`config.mk`:
```
export PLATFORM = sky130hd
export DESIGN_NAME = mux_sel_sequencer
export DESIGN_NICKNAME = d
export VERILOG_FILES = /design/src/rtl/mux_sel_sequencer_pkg.sv /design/src/rtl/mux_sel_sequencer.sv
export SDC_FILE = /design/constraint.sdc
export NUM_CORES = 1
export LEC_CHECK = 0
export BUFFER_PORTS_ARGS = -buffer_cell sky130_fd_sc_hd__buf_4
export CAP_MARGIN = 15
export CORE_MARGIN = 2
export CORE_UTILIZATION = 42
export DETAILED_ROUTE_END_ITERATION = 10
export PLACE_DENSITY = 0.73
export SETUP_SLACK_MARGIN = 0.2
export SLEW_MARGIN = 40
export SYNTH_ARGS = -nofsm -noshare
export SYNTH_HDL_FRONTEND = slang
export SYNTH_SLANG_ARGS = --single-unit
```
`constraint.sdc`:
```
create_clock -name clk -period 1.53 [get_ports clk]
set_input_delay 0.306 -clock clk [delete_from_list [all_inputs] [get_ports clk]]
set_output_delay 0.306 -clock clk [all_outputs]
set_load 0.01 [all_outputs]
```
`src/rtl/mux_sel_sequencer_pkg.sv`:
```
// Shared constants for the 8:1 mux select sequencer.
// Holds default widths, the FSM state encoding and the first/last select
// positions, which depend on the serial bit order (MUX_SEQ_MSB_FIRST_EN).
package mux_sel_sequencer_pkg;

  localparam int PKG_DATA_W = 8;
  localparam int PKG_SEL_W  = 3;
  localparam int PKG_WCNT_W = 8;

  typedef enum logic {
    IDLE  = 1'b0,
    SHIFT = 1'b1
  } state_t;

  // Select position of the first serial bit of a word.
  function automatic int sel_first(input int data_w);
`ifdef MUX_SEQ_MSB_FIRST_EN
    return data_w - 1;
`else
    return 0;
`endif
  endfunction

  // Select position of the last serial bit of a word.
  function automatic int sel_last(input int data_w);
`ifdef MUX_SEQ_MSB_FIRST_EN
    return 0;
`else
    return data_w - 1;
`endif
  endfunction

endpackage

```
`src/rtl/mux_sel_sequencer.sv`:
```
// Upstream control stage for an 8:1 mux: latches a parallel word and sweeps
// the mux select once per clock so the mux output becomes a serial bitstream.
// Latency: first bit_valid one cycle after acceptance; back-to-back words with
// no bubble. Backpressure: in_ready only in IDLE or on an unstalled last bit;
// hold freezes the sweep.
// Ports: clk/rst_n (sync active-low), in_data/in_valid/in_ready word input,
// hold stall, mux_in/mux_sel mux drive, bit_valid/word_done/word_cnt framing.
// Build option: MUX_SEQ_MSB_FIRST_EN sends MSB first (select decrements).
module mux_sel_sequencer
  import mux_sel_sequencer_pkg::*;
#(
  parameter int DATA_W = PKG_DATA_W,  // must equal 2**SEL_W
  parameter int SEL_W  = PKG_SEL_W,
  parameter int WCNT_W = PKG_WCNT_W
) (
  input  logic              clk,
  input  logic              rst_n,
  input  logic [DATA_W-1:0] in_data,
  input  logic              in_valid,
  output logic              in_ready,
  input  logic              hold,
  output logic [DATA_W-1:0] mux_in,
  output logic [SEL_W-1:0]  mux_sel,
  output logic              bit_valid,
  output logic              word_done,
  output logic [WCNT_W-1:0] word_cnt
);

  localparam logic [SEL_W-1:0] FIRST = SEL_W'(sel_first(DATA_W));
  localparam logic [SEL_W-1:0] LAST  = SEL_W'(sel_last(DATA_W));

  state_t            r_state;
  logic [DATA_W-1:0] r_mux_in;
  logic [SEL_W-1:0]  r_mux_sel;
  logic              r_bit_valid;
  logic [WCNT_W-1:0] r_word_cnt;

  logic              w_step;
  logic              w_last;
  logic              w_ready;
  logic [SEL_W-1:0]  w_sel_next;

  // The select wraps modulo 2**SEL_W, so stepping past LAST lands on FIRST.
`ifdef MUX_SEQ_MSB_FIRST_EN
  assign w_sel_next = r_mux_sel - SEL_W'(1);
`else
  assign w_sel_next = r_mux_sel + SEL_W'(1);
`endif

  assign w_step  = (r_state == SHIFT) && !hold;
  assign w_last  = w_step && (r_mux_sel == LAST);
  // Ready on the last bit lets the next word follow with no bubble.
  assign w_ready = (r_state == IDLE) || w_last;

  always_ff @(posedge clk) begin
    if (!rst_n) begin
      r_state     <= IDLE;
      r_mux_in    <= '0;
      r_mux_sel   <= '0;
      r_bit_valid <= 1'b0;
      r_word_cnt  <= '0;
    end else begin
      case (r_state)
        IDLE: begin
          if (in_valid) begin
            r_mux_in    <= in_data;
            r_mux_sel   <= FIRST;
            r_state     <= SHIFT;
            r_bit_valid <= 1'b1;
          end
        end
        SHIFT: begin
          if (!hold) begin
            if (r_mux_sel == LAST) begin
              r_word_cnt <= r_word_cnt + WCNT_W'(1);
              r_mux_sel  <= FIRST;
              if (in_valid) begin
                r_mux_in <= in_data;
              end else begin
                r_state     <= IDLE;
                r_bit_valid <= 1'b0;
              end
            end else begin
              r_mux_sel <= w_sel_next;
            end
          end
        end
        default: begin
          r_state     <= IDLE;
          r_bit_valid <= 1'b0;
        end
      endcase
    end
  end

  assign in_ready  = w_ready;
  assign word_done = w_last;
  assign mux_in    = r_mux_in;
  assign mux_sel   = r_mux_sel;
  assign bit_valid = r_bit_valid;
  assign word_cnt  = r_word_cnt;

endmodule

```
==> results.txt <==
Outcome: finished with violations
Violated checks: negative setup slack
Area grow syn2layout: 54.9%
Final setup vio count: 6
Synth top area share: 0.460
Peak supply drop: 0.558 mV
Critical Path Fanout Max: 3
Die H: 50.6 µm
Syn_area_per_cell: 10.0 µm²
Type of the tightest min-delay check: input port to flop
Wirelength per Cell: 13.0 µm
GRT Overall Usage: 0.173
CP top delay family: flip-flops
Number of max-cap violations: 0
RSZ-0062 raised after global routing: yes
Global-route wire length before repair: 3340 µm
Fin Clk Skew: 0.000449 ns
Initial DRC count: 6
Slowest cell on the critical path: dfxtp_4
Post-synth top area cell: dfxtp_1
Final worst-path cycle share: 1.06
Switch Pwr: 0.000225 W
Fin Hold WS: 0.272 ns
Setup CP Type: flop to output pin
WP data required: 1.22 ns
Core area: 2000 µm²
DIE AREA: 2560 µm²
Width of the die: 50.6 µm
Clock power share: 0.262
Worst Tran Pin Value: 0.291 ns
Vias in the first global route: 772
YS warnings: 0
RePlAce Congestion: 0.806
PwrDens: 683 nW/µm²
CTS tree: built
Fraction of layout instances using a drive strength above 1: 0.470
Sum Neg Setup Slack: -0.285 ns
Max Fclk: 0.615 GHz
H-tree depth: 1
Number of synthesized register bits: 21
Seq/Total Area, Yosys: 0.460
Synth Instances: 91
PortBufs: 33
Syn Std Cell Area: 913 µm²
Cell repeated most along the worst path: ha_4
Synth cell types: 24
Critical Path AT: 1.32 ns
Final WS setup: -0.0952 ns
Hpwl dp: 1350 µm
CTS Hold Bufs: 0
Largest stage delay, worst path: 0.37 ns
Clock Latency Late Sink: 0.29 ns
Fin nets: 148
CP Launch Type: flop
Largest net degree at the start of global routing: 22
Final hold vios: 0
Fin crit period: 1.63 ns
Rows: 16
Worst-path clk slew: 0.11 ns
Total gr overflow: 0
Placed cells: 148
Syn nets: 106
ANT cells: 0
Clock root buffer master: clkbuf_4
Vias per cell: 4.94
Clock sink total: 21
Slew Limit Headroom: 0.806
Flop pwr share: 0.598
Bufs on Longest Clock Path: 2
Leakage power: 0.649 nW
CP endpoint kind: output pin
Post-Place Worst Slack: 0.0317 ns
Routed Antenna Nets: 0
Area contributors post-synth: dfxtp_1 46%, nor2b_1 10%, mux2i_1 9.9%, and2_1 4.8%, ha_1 4.1%
Initial Utilization: 0.456
Slew Limit Fails: 0
TritonCTS Buffers: 3
Switching Fraction: 0.233
CP cell instances: ha_4 -> ha_4 -> and3b_2 -> buf_6
Final Non-Filler Cells: 159
Total wire length: 2060 µm
Power Internal: 0.000740 W
WP buf/inv: 1
DRC: 0
Total number of vias: 786
Top Ports: 34
Drt pass-1 iters: 4
Gate power share: 0.140
Initial antenna violation count: 0
## worst register-to-register path, delay by kind of cell, from the launching register on
kind	cells	cell delay, ns
xor gates and xnor gates	1	0.07
adders and majority gates	2	0.32
buffers and inverters	2	0.26
DFF	1	0.37
and+or+nand+nor	3	0.48
## Yosys cell counts, drive strengths merged
master and instances:
a21boi 2, a21oi 2, a22oi 1, a32oi 1
and2 7, and3 1, and3b 1, buf 2
clkbuf 2, dfxtp 21, ha 3, inv 1
mux2i 9, nand2 6, nand2b 3, nand4 2
nor2b 15, nor3 2, nor4 2, o31ai 1
xnor2 4, xor2 3
## registers in the layout, summed over array words and instances (netlist names)
register / flops
mux_sel: 3
r_state: 1
bit_valid: 1
word_cnt: 8
mux_in: 8
## path summary, 6_finish.rpt
check | start | endpoint | slack, ns | cells past startpoint
min | in_data[5] | mux_in[5] | 0.27 | 3
max | mux_sel[0] | word_done | -0.1 | 4
min reg2reg | bit_valid | bit_valid | 0.50 | 2
max reg2reg | mux_sel[0] | word_cnt[6] | -0.05 | 8
## power groups by stage
stage | registers (W) | logic [W] | clock network (W)
3_3_place_gp | 0.000587 | 0.000121 | 0
6_report | 0.000578 | 0.000135 | 0.000253
2_1_floorplan | 0.000594 | 0.0000559 | 0
3_5_place_dp | 0.000588 | 0.000124 | 0
5_1_grt | 0.000581 | 0.000147 | 0.000295
4_1_cts | 0.000576 | 0.000129 | 0.000265
## kinds of logic (layout without fill, tap and decap cells)
| family | Yosys count | count (layout) | synth area share |
|---|---|---|---|
| compound gates | 7 | 7 | 0.0534 |
| buf+inv | 5 | 46 | 0.0260 |
| fa+ha+maj | 3 | 3 | 0.0411 |
| simple gates | 39 | 39 | 0.253 |
| flops | 21 | 21 | 0.460 |
| xor+xnor | 7 | 7 | 0.0671 |
| mux | 9 | 9 | 0.0986 |
## repair_timing
item / 4_1_cts / 5_1_grt
endpoints found under the hold margin: 0 / 0
setup buffers: 5 / 2
setup endpoints to repair: 17 / 21
pin swaps: 7 / 6
gates resized for setup: 12 / 13
## per-layer routing
| metal | up-vias | global-route usage | wire [µm] |
|---|---|---|---|
| met5 | - | 0 | 0 |
| met4 | 0 | 0.0811 | 19 |
| met3 | 2 | 0.0298 | 100 |
| met2 | 20 | 0.318 | 1050 |
| met1 | 374 | 0.192 | 886 |
| li1 | 390 | - | - |
## per-stage QoR
stage	cell area, µm²	utilization	total power (W)
after global placement	1230	0.613	0.000708
after CTS	1350	0.676	0.000970
after global routing	1420	0.707	0.00102
after detailed placement	1230	0.613	0.000712
final	1420	0.707	0.000966
after floorplan	965	-	0.000650
## layout by cell type, fill, tap and decap left out, drive strengths merged
cell type  instances
buf               41
dfxtp             21
nor2b             15
mux2i              9
and2               7
nand2              6
xnor2              4
clkbuf             4
xor2               3
nand2b             3
ha                 3
nor3               2
nand4              2
nor4               2
a21boi             2
a21oi              2
and3b              1
and3               1
a22oi              1
inv                1
a32oi              1
o31ai              1
## area by class of cell
class	count	area, µm²
sequential	21	429
clock buffer	4	26.3
tap	27	33.8
inverter	1	3.75
multi-input combinational	65	599
timing repair buffer	41	323
fill	164	587
Note: power is estimated with default switching activity, not from simulation.
